[config.mk]
export PLATFORM = sky130hd
export DESIGN_NAME = pattern_det
export DESIGN_NICKNAME = d
export VERILOG_FILES = /design/src/rtl/pattern_det_pkg.sv /design/src/rtl/pattern_det_sat_counter.sv /design/src/rtl/pattern_det.sv
export SDC_FILE = /design/constraint.sdc
export NUM_CORES = 1
export LEC_CHECK = 0
export ABC_AREA = 0
export CAP_MARGIN = 20
export CORE_MARGIN = 5
export CORE_UTILIZATION = 55
export CTS_BUF_LIST = sky130_fd_sc_hd__clkbuf_4 sky130_fd_sc_hd__clkbuf_8
export CTS_CLUSTER_SIZE = 12
export DETAILED_ROUTE_END_ITERATION = 16
export PLACE_DENSITY_LB_ADDON = 0.1
export SYNTH_ARGS = -nofsm -noshare
export SYNTH_HDL_FRONTEND = slang
export SYNTH_SLANG_ARGS = --single-unit
[constraint.sdc]
create_clock -name clk -period 4.6 [get_ports clk]
set_clock_uncertainty 0.1 [all_clocks]
set_input_delay 1.38 -clock clk [delete_from_list [all_inputs] [get_ports clk]]
set_output_delay 1.38 -clock clk [all_outputs]
set_load 0.02 [all_outputs]
[src/rtl/pattern_det_pkg.sv]
// Shared types, reset-time configuration defaults and the length-mask helper for pattern_det.
package pattern_det_pkg;

  typedef enum logic [0:0] {StDisarmed, StArmed} state_e;

  localparam logic [31:0] DefPattern = 32'h0000_0000;
  localparam logic [31:0] DefMask    = 32'hffff_ffff;
  localparam logic        DefOverlap = 1'b1;

  // Low len bits set; callers truncate to their pattern width.
  function automatic logic [31:0] len_mask(input int unsigned len);
    logic [31:0] m;
    m = '0;
    for (int unsigned i = 0; i < 32; i++) begin
      if (i < len) m[i] = 1'b1;
    end
    return m;
  endfunction

endpackage

[src/rtl/pattern_det_sat_counter.sv]
// Saturating up-counter with synchronous clear; clear has priority over increment.
module sat_counter #(
  parameter int unsigned CNT_W = 8
) (
  input  logic             clk,
  input  logic             rst,
  input  logic             inc,
  input  logic             clr,
  output logic [CNT_W-1:0] count
);

  logic [CNT_W-1:0] count_q, count_d;

  always_comb begin
    count_d = count_q;
    if (clr) begin
      count_d = '0;
    end else if (inc && (count_q != {CNT_W{1'b1}})) begin
      count_d = count_q + 1'b1;
    end
  end

  always_ff @(posedge clk) begin
    if (!rst) count_q <= '0;
    else      count_q <= count_d;
  end

  assign count = count_q;

endmodule

[src/rtl/pattern_det.sv]
// Programmable serial bit-pattern detector: masked compare over the last len valid bits,
// optional overlap, armed/disarmed by pulses, registered match pulse and saturating count.
module pattern_det
  import pattern_det_pkg::*;
#(
  parameter int unsigned PAT_W = 8,
  parameter int unsigned CNT_W = 8,
  parameter int unsigned LEN_W = 4
) (
  input  logic             clk,
  input  logic             rst,
  input  logic             din,
  input  logic             din_valid,
  input  logic             cfg_we,
  input  logic [PAT_W-1:0] cfg_pattern,
  input  logic [PAT_W-1:0] cfg_mask,
  input  logic [LEN_W-1:0] cfg_len,
  input  logic             cfg_overlap,
  input  logic             arm,
  input  logic             disarm,
  input  logic             cnt_clr,
  output logic             armed,
  output logic             match,
  output logic [CNT_W-1:0] match_cnt,
  output logic             cfg_err
);

  localparam logic [LEN_W-1:0] LenMax = LEN_W'(PAT_W);

  state_e           state_q, state_d;
  logic [PAT_W-1:0] pat_q, pat_d, mask_q, mask_d, hist_q, hist_d, hist_n;
  logic [LEN_W-1:0] len_q, len_d, fill_q, fill_d, fill_n;
  logic             ovl_q, ovl_d, match_q, match_d, err_q, err_d;
  logic             cfg_ok, hit;

  assign cfg_ok = (cfg_len != '0) && (cfg_len <= LenMax);

  always_comb begin
    state_d = state_q;
    pat_d   = pat_q;
    mask_d  = mask_q;
    len_d   = len_q;
    ovl_d   = ovl_q;
    hist_d  = hist_q;
    fill_d  = fill_q;
    match_d = 1'b0;
    err_d   = 1'b0;

    // Candidate history/fill as if din were accepted this cycle.
    hist_n = PAT_W'({hist_q, din});
    fill_n = (fill_q == LenMax) ? fill_q : fill_q + 1'b1;
    hit    = (fill_n >= len_q) &&
             (((hist_n ^ pat_q) & mask_q & PAT_W'(len_mask(32'(len_q)))) == '0);

    case (state_q)
      StDisarmed: begin
        if (cfg_we) begin
          if (cfg_ok) begin
            pat_d  = cfg_pattern;
            mask_d = cfg_mask;
            len_d  = cfg_len;
            ovl_d  = cfg_overlap;
          end else begin
            err_d = 1'b1;
          end
        end
        if (arm && !disarm) begin
          state_d = StArmed;
          hist_d  = '0;
          fill_d  = '0;
        end
      end
      StArmed: begin
        // A completing bit still matches even if disarm arrives in the same cycle.
        if (din_valid) begin
          hist_d  = hist_n;
          fill_d  = (hit && !ovl_q) ? '0 : fill_n;
          match_d = hit;
        end
        if (disarm) state_d = StDisarmed;
      end
      default: state_d = StDisarmed;
    endcase
  end

  always_ff @(posedge clk) begin
    if (!rst) begin
      state_q <= StDisarmed;
      pat_q   <= PAT_W'(DefPattern);
      mask_q  <= PAT_W'(DefMask);
      len_q   <= LenMax;
      ovl_q   <= DefOverlap;
      hist_q  <= '0;
      fill_q  <= '0;
      match_q <= 1'b0;
      err_q   <= 1'b0;
    end else begin
      state_q <= state_d;
      pat_q   <= pat_d;
      mask_q  <= mask_d;
      len_q   <= len_d;
      ovl_q   <= ovl_d;
      hist_q  <= hist_d;
      fill_q  <= fill_d;
      match_q <= match_d;
      err_q   <= err_d;
    end
  end

  sat_counter #(
    .CNT_W(CNT_W)
  ) u_match_cnt (
    .clk  (clk),
    .rst  (rst),
    .inc  (match_d),
    .clr  (cnt_clr),
    .count(match_cnt)
  );

  assign armed   = (state_q == StArmed);
  assign match   = match_q;
  assign cfg_err = err_q;

endmodule

# Yosys cells after proc, flatten, opt, wreduce, memory -nomap -nowiden
# Cells that the tools add are included.
word_totals:
  reg_bits: 43
  out_inout_bits: 11
  wordCells: 67
classes:
  add_sub_neg: 2
  n_lt_le_gt_ge: 10
  n_eq_ne: 4
  muxes: 22
  bitwise: 6
  n_reduce_logical: 13
ops:
  columns: ["operator", "n"]
  rows:
  - ["bitwise AND 8 bit", 2]
  - ["< comparator 3 x 4 -> 1 bit (first input constant)", 4]
  - ["2-to-1 mux 4 bit", 4]
  - ["2-to-1 mux 7 bit", 2]
  - ["one-hot mux 7 bit (2 select lines)", 1]
  - ["2-to-1 mux 1 bit", 13]
  - ["adder 8 x 1 -> 8 bit (second input constant)", 1]
  - ["zero test 8 bit", 1]
  - ["< comparator 1 x 4 -> 1 bit (first input constant)", 2]
  - ["< comparator 2 x 4 -> 1 bit (first input constant)", 2]
  - ["!= test 8 bit (second input constant)", 1]
  - ["one-hot mux 4 bit (2 select lines)", 1]
  - ["XOR 8 bit", 1]
  - ["logical AND 1 bit", 5]
  - ["adder 4 x 1 -> 4 bit (second input constant)", 1]
  - ["equality test 4 bit (second input constant)", 1]
  - ["greater-or-equal comparator 4 bit", 1]
  - ["<= comparator 4 bit (second input constant)", 1]
  - ["!= test 2 bit (second input constant)", 2]
  - ["nonzero test 4 bit", 1]
  - ["NOT 1 bit", 3]
  - ["AND reduction 3 bit", 1]
  - ["OR reduction 3 bit", 1]
  - ["zero test 1 bit", 2]
  - ["other kinds (3)", 3]

# Logic depth before layout (Yosys ltp)
# Gate-level depths: netlist of the first run.
depth:
  depth_word: 9
  mapped_depth: 13
  ltp_nobuf: 12

# By module
# From an unflattened synthesis of the first run, not the netlist that was laid out.
hier_totals:
  hier_cells: 249
  area_unflattened_um2: 2143.3
by_module_without_submodules:
  columns: ["mod", "instances", "cells_per_inst", "area_each_um2", "seq_area_each_um2"]
  rows:
  - ["pattern_det", 1, 203, 1721.7, 700.7]
  - ["sat_counter", 1, 46, 421.7, 160.2]

# Worst setup path after synthesis of the first run
# No wires, ideal clock.
synth_path:
  path_kind: "in2reg"
  from: "input port cfg_len[0]"
  to: "register pat_q[4]"
  setup_time_ns: 0.070
  t_arrival_ns: 2.687
  path_slack_ns: 1.743
  path_stages: 7
  path_cell_list: "nor3_1 xor2_1 nand2b_1 clkbuf_1 clkbuf_1 nand2_1 a21boi_1"
synth_via:
  elab_chain_len: 3
  elab_cells_between_ends: 4
  cone_classes: "1 x order compare; 3 x reduce/logical"
synth_rtl:
  columns: ["element", "line", "text"]
  rows:
  - ["start: declaration", "pattern_det.sv:17", "input logic [LEN_W-1:0] cfg_len,"]
  - ["<= comparator 4 bit / nonzero test 4 bit (equally long branches)", "pattern_det.sv:36", "assign cfg_ok = (cfg_len != '0) && (cfg_len <= LenMax);"]
  - ["logical AND 1 bit *", "pattern_det.sv:36", null]
  - ["AND reduction 3 bit (no source line) *", null, null]
  - ["end signal: assignment", "pattern_det.sv:89", "pat_q <= PAT_W'(DefPattern);"]
  - ["end signal: assignment", "pattern_det.sv:99", "pat_q <= pat_d;"]
  - ["end: declaration", "pattern_det.sv:31", "logic [PAT_W-1:0] pat_q, pat_d, mask_q, mask_d, hist_q, hist_d, hist_n;"]
# Every way passes the cells marked *; elsewhere a longest branch is shown, timed or not.
# A chain may end at the register's enable or synchronous reset.

# Worst setup path after layout of the first run
layout_path:
  from: "input port din"
  to: "register u_match_cnt.count_q[6] (netlist: u_match_cnt.count[6])"
layout_via:
  elab_chain_len: 8
layout_rtl:
  columns: ["element", "line", "text"]
  rows:
  - ["start: declaration", "pattern_det.sv:12", "input logic din,"]
  - ["XOR 8 bit", "pattern_det.sv:53", "(((hist_n ^ pat_q) & mask_q & PAT_W'(len_mask(32'(len_q)))) == '0);"]
  - ["bitwise AND 8 bit (2 in a row)", "pattern_det.sv:53", null]
  - ["zero test 8 bit", "pattern_det.sv:53", null]
  - ["logical AND 1 bit", "pattern_det.sv:52", "hit = (fill_n >= len_q) &&"]
  - ["2-to-1 mux 1 bit", "pattern_det.sv:75", "if (din_valid) begin"]
  - ["2-to-1 mux 1 bit", "pattern_det.sv:55", "case (state_q)"]
  - ["logical AND 1 bit", "pattern_det_sat_counter.sv:18", "end else if (inc && (count_q != {CNT_W{1'b1}})) begin"]
  - ["end signal: assignment", "pattern_det_sat_counter.sv:25", "else count_q <= count_d;"]
  - ["end: declaration", "pattern_det_sat_counter.sv:12", "logic [CNT_W-1:0] count_q, count_d;"]
# Every way passes these cells.

==> results of run 1 <==
==> area by class of cell <==
type	instances	area [µm²]	area share (%)
clock buffer	8	104	3.96
sequential	43	861	32.8
multi-input combinational	183	1150	44.0
tap	48	60.1	2.29
inverter	10	37.5	1.43
timing repair buffer	41	405	15.5
==> path summary, 6_finish.rpt <==
path / depth (start not counted) / start / slack, ns / to
min reg2reg: 2 / pat_q[6] / 0.37 / pat_q[6]
max: 7 / din / 1.39 / u_match_cnt.count[6]
max reg2reg: 12 / fill_q[0] / 1.46 / u_match_cnt.count[6]
min: 2 / pat_q[6] / 0.37 / pat_q[6]
==> worst max-delay path: stages <==
cell and delay (ns):
clkdlybuf4s50_1 0.49, xnor2_1 0.13, a211oi_1 0.07, nor2_1 0.15, nand4_2 0.35, or4b_1 0.60, o211a_1 0.13
==> flip-flops by register name (all words and copies together) (netlist names) <==
register	count
fill_q	4
cfg_err	1
u_match_cnt.count	8
mask_q	8
len_q	4
armed	1
pat_q	8
hist_q	7
ovl_q	1
match	1
==> power breakdown <==
group | switching (mW) | total (mW) | internal [mW] | leakage (nW)
sequential | 0.0163 | 0.407 | 0.390 | 0.350
clock | 0.126 | 0.269 | 0.143 | 0.0549
combinational | 0.0690 | 0.137 | 0.0683 | 0.573
total | 0.211 | 0.813 | 0.602 | 0.978
==> cell usage in the layout (no fill, tap or decap), types with 2 or more instances in the layout <==
master            n
o211ai_1          3
or4_1             2
clkbuf_8          7
dfxtp_1          43
xor2_1            4
mux2i_1           2
clkdlybuf4s50_1  39
o21ai_1           2
buf_4             2
a21boi_1          4
a22oi_1           8
nand2_1          48
o31ai_1           2
o211a_1           2
a21oi_1           8
a22o_1            3
and2_1            3
nor4_1            2
nor3b_1           2
nor2_1           11
ha_1              7
nor3_1            3
inv_1            10
a21boi_0          7
o21ai_0           3
nand2b_1          6
nor2b_1          10
xnor2_1           8
nand3_1          15
==> through the flow <==
stage	cell area, µm²	total power, mW	std cells
finish	2620	0.813	333
global route	2620	0.856	333
CTS	2620	0.821	333
detailed placement	2520	0.553	325
global placement	2520	0.550	325
floorplan	2100	0.505	248
==> per-layer routing <==
metal	part of all wire (%)	up-vias
li1	-	940
met1	48	839
met2	44	46
met3	5.6	9
met4	2.0	0
met5	0	-
==> cells in the mapped netlist (all sizes together), types with 2 or more instances <==
library cell  count
o2bb2ai           2
a21oi             8
or4               2
nand2            48
nand2b            6
a2111oi           2
ha                7
nor2b            10
nand4             2
a22o              3
xor2              4
mux2i             2
a22oi             8
nand3            15
dfxtp            43
nor4              2
o31ai             2
o211a             2
inv              10
xnor2             8
clkbuf            9
o21ai             6
buf               3
nor2             11
a21boi           11
nor3b             2
and2              3
o211ai            3
nor3              3
==> kinds of logic (layout without fill, tap and decap cells) <==
| logic type | Yosys count | after routing | share of synthesized area [%] |
|---|---|---|---|
| fa+ha+maj | 7 | 7 | 4.16 |
| flops | 43 | 43 | 40.9 |
| buf+inv | 22 | 59 | 4.22 |
| simple gates | 108 | 108 | 24.9 |
| compound gates | 54 | 54 | 19.9 |
| mux | 2 | 2 | 0.952 |
| xor+xnor | 12 | 12 | 5.00 |
==> out/metrics.cfg, run 1 <==
[placed_design]
dpl.hpwl_um=3200
dp_slack_ns=1.08
gp_congestion=0.761
port_buffers=39

[routing]
finalWirelength_um=4400
detailedRoute.firstPassIterationCount=4
via_count=1834
postRouteAntennaNets=0
routedWlPerCell_um=13.2
drc=0
drtIter0Drc=94
vias_per_cell=5.51

[synth]
yosys_most_used_dff=dfxtp_1
syn_nets=284
yosys.cell_types.count=47
async_reset_ff_share_pct=0
avgSynthCellArea_um2=8.48
ys_warn_count=0
synth_top_area_cell=dfxtp_1
ys_seq_area_share_pct=40.9
syn_inst=248
syn_area_mm2=0.00210
yosysTopAreaCellShare_pct=40.9
synth-edff-count=0
yosys-top-cells-area=dfxtp_1 (41%), nand2_1 (8.6%), ha_1 (4.2%)
synth-seq-cells=43

[power]
power_leakage_nw=0.978
power_density_mw_per_mm2=310
ir_worst_vdd_v=0.000222

[cts]
cts.sinks=43
cts.path.max_buffers=2
cts_setup_buffers=0
tritoncts=done
path_clk_slew_ns=0.08
post_cts_resized=0
cts_buffers=5
clkLatencyLatePin_ns=0.30
hold_buffers=0
cts_max_level=2
cts-root-buf=clkbuf_8

[critical_path]
critPathMaxFanout=16
worstSetupEndpointType=flop
crit_arrival_ns=3.31
cp.required_ns=4.70
cp-start-kind=input port
critPathKind=input port to flop

[timing]
timing.hold.ws_ns=0.368
setup_viol=0
max_freq_mhz=311
relSlewSlack_pct=58.1
min_period_ns=3.21
hold_viol=0
setup_ws_ns=1.39
slew_violations=0
min_period_over_period_pct=69.8
tns_ns=0
tightest_slew_ns=0.629
rsz0062_at_grt=no

[global_route]
grt_use_met2_pct=27.2
top_usage_layer=met2
grt_pass1_vias=1657
use_met3_pct=3.93
grt_max_degree=36
grt_usage_pct=17.9
grt_pass1_wl_um=7400
gr-usage-met1_pct=24.4
antenna_found_initial=0
grt-ovfl-total=0

[floorplan]
io_pins=40
dieArea_mm2=0.00516
row_count=22
fp.dieH_um=71.8
start_util_pct=57.0
core-area_mm2=0.00369
die_w_um=71.8

[final_layout]
n_fill_cell=325
antennaDiodeCount=0
areaGrowthSynthToFinish_pct=24.6
final_layout_size_suffix_gt1_share_pct=4.91
final_core_util_pct=71.1
nNetsFinal=320

[run_status]
status=complete, no violations

[min_path]
worstHoldPathType=flop to flop

[run]
cap_violations=0

Power figures use the tool's default switching activity.
==> inputs of run 2 (changes only) <==
--- a/config.mk
+++ b/config.mk
@@ -8,7 +8,7 @@
 export ABC_AREA = 0
 export CAP_MARGIN = 20
 export CORE_MARGIN = 5
-export CORE_UTILIZATION = 55
+export CORE_UTILIZATION = 48
 export CTS_BUF_LIST = sky130_fd_sc_hd__clkbuf_4 sky130_fd_sc_hd__clkbuf_8
 export CTS_CLUSTER_SIZE = 12
 export DETAILED_ROUTE_END_ITERATION = 16
==> constraint.sdc (replaced) <==
create_clock -name clk -period 2.9 [get_ports clk]
set_clock_uncertainty 0.1 [all_clocks]
set_input_delay 0.87 -clock clk [delete_from_list [all_inputs] [get_ports clk]]
set_output_delay 0.87 -clock clk [all_outputs]
set_load 0.02 [all_outputs]
==> out/metrics.cfg, run 2 (same netlist as run 1, synthesis figures left out) <==
[run_status]
status=complete, no violations

[timing]
hold_viol=0
min_period_over_period_pct=96.4
tightest_slew_ns=0.483
slew_violations=0
max_freq_mhz=358
rsz0062_at_grt=yes
relSlewSlack_pct=67.7
min_period_ns=2.80
tns_ns=0
setup_viol=0
setup_ws_ns=0.104

[final_layout]
final_layout_size_suffix_gt1_share_pct=12.3
nNetsFinal=335
mostFrequentLayoutCell=nand2_1
antennaDiodeCount=0
areaGrowthSynthToFinish_pct=32.8
final_core_util_pct=65.0
post-route-cell-area_mm2=0.00279
layout_common_cells=nand2_1 (48), dfxtp_1 (42), clkdlybuf4s50_1 (39)

[routing]
routedWlPerCell_um=13.7
vias_per_cell=5.34
via_count=1878
postRouteAntennaNets=0
finalWirelength_um=4810
drtIter0Drc=107
detailedRoute.firstPassIterationCount=4
drc=0

[cts]
tritoncts=done
cts_buffers=5
hold_buffers=0
cts-root-buf=clkbuf_8
clkLatencyLatePin_ns=0.30
cts_max_level=2
path_clk_slew_ns=0.08
cts.sinks=43
cts.path.max_buffers=2

[power]
finalPower_mw=1.30
p_sw_share_pct=27.1
power_frac_seq_pct=49.3
power_density_mw_per_mm2=466
power_leakage_nw=1.08
switchingPower_uw=353
intPower_uw=949
combPwrFrac_pct=20.8
ir_worst_vdd_v=0.000260
power_frac_clock_pct=29.9

[global_route]
grt-ovfl-total=0
grt_pass1_vias=1747
grt_usage_pct=16.3
grt_max_degree=33
antenna_found_initial=0
grt_pass1_wl_um=7900

[floorplan]
start_util_pct=49.0
row_count=24
die_w_um=76.2
core-area_mm2=0.00429
io_pins=40
fp.dieH_um=76.2
dieArea_mm2=0.00581

[critical_path]
startpoint=fill_q[0]
worstSetupEndpoint=u_match_cnt.count[3]
critPathBufInv=2
slowest_delay_ns=0.55
r2r_end=u_match_cnt.count[3]
critPathKind=flop to flop
reg2reg_slack_ns=0.10
r2r_cells=13
worstPathCellList=inv_1 > ha_1 > nand2_1 > nor2_2 > buf_4 > nor2_4 > ha_2 > o21a_1 > nor2_1 > a2111oi_4 > nand4_4 > or4_1 > a21oi_1
r2r_start=fill_q[0]
critPathMaxFanout=7
cp_top_family=simple AND/OR/NAND/NOR gates
crit_path_top_delay_cell=or4_1
cp-start-kind=flop
cp.required_ns=3.03
worstSetupEndpointType=flop
crit_arrival_ns=2.93
critical_path_depth=13

[placed_design]
port_buffers=39
gp_congestion=0.839
dp_slack_ns=-0.0492
place_area_mm2=0.00261
dpl.hpwl_um=3510

[min_path]
worstHoldPathType=flop to flop

[run]
cap_violations=0

-- run 2: cell types whose count changed in the layout (fill, tap and decap cells not counted), sizes merged --
cell | previous run | this run
clkbuf | 8 | 7
clkinv | 0 | 1
buf | 2 | 17
-- run 2: area by class of cell --
type | count | area [µm²]
Multi-Input combinational cell | 183 | 1220
Clock inverter | 1 | 5.00
Clock buffer | 7 | 83.8
Tap cell | 52 | 65.1
Sequential cell | 43 | 862
Fill cell | 378 | 1500
Timing Repair Buffer | 56 | 522
Inverter | 10 | 37.5
-- run 2: metrics by stage --
stage / hold slack, ns / instances
floorplan: 0.334 / 248
global placement: 0.359 / 341
detailed placement: 0.360 / 341
CTS: 0.372 / 349
global route: 0.393 / 352
finish: 0.371 / 352
-- run 2: how the worst min path moves through the flow --
stage                     cells after the start  slack (ns)                   end            startpoint
final                                         2        0.37              pat_q[5]              pat_q[5]
after floorplan                               2        0.33             mask_q[4]             mask_q[4]
after detailed placement                      2        0.36              pat_q[5]              pat_q[5]
after global routing                          2        0.39             mask_q[4]             mask_q[4]
after CTS                                     2        0.37              pat_q[5]              pat_q[5]
after global placement                        2        0.36  u_match_cnt.count[5]  u_match_cnt.count[5]
-- run 2: what timing repair did --
| item | in CTS | in global routing |
|---|---|---|
| resized for setup | 1 | 12 |
| pin swaps | 0 | 3 |
| setup endpoints to repair | 1 | 11 |
| setup buffers | 0 | 3 |
| endpoints found under the hold margin | 0 | 0 |
-- run 2: routing by layer --
metal  track usage [%]  wire [µm]  vias to the layer above
li1                  -          -                      961
met1              21.0       2230                      870
met2              26.5       2300                       40
met3              4.14        223                        7
met4              5.07         59                        0
met5                 0          0                        -
-- run 2: power by group through the flow --
stage / clock network [mW] / logic, mW / registers [mW]
2_1_floorplan: 0 / 0.152 / 0.650
3_3_place_gp: 0 / 0.247 / 0.654
3_5_place_dp: 0 / 0.251 / 0.654
4_1_cts: 0.396 / 0.256 / 0.641
5_1_grt: 0.427 / 0.300 / 0.645
6_report: 0.389 / 0.271 / 0.642
-- run 2: tightest hold or removal path: cells and delay by family (launching register included) --
kind	cells	cell delay (ns)
flip-flops	1	0.32
AND/OR/NAND/NOR	1	0.06
AO/OA/AOI/OAI	1	0.05
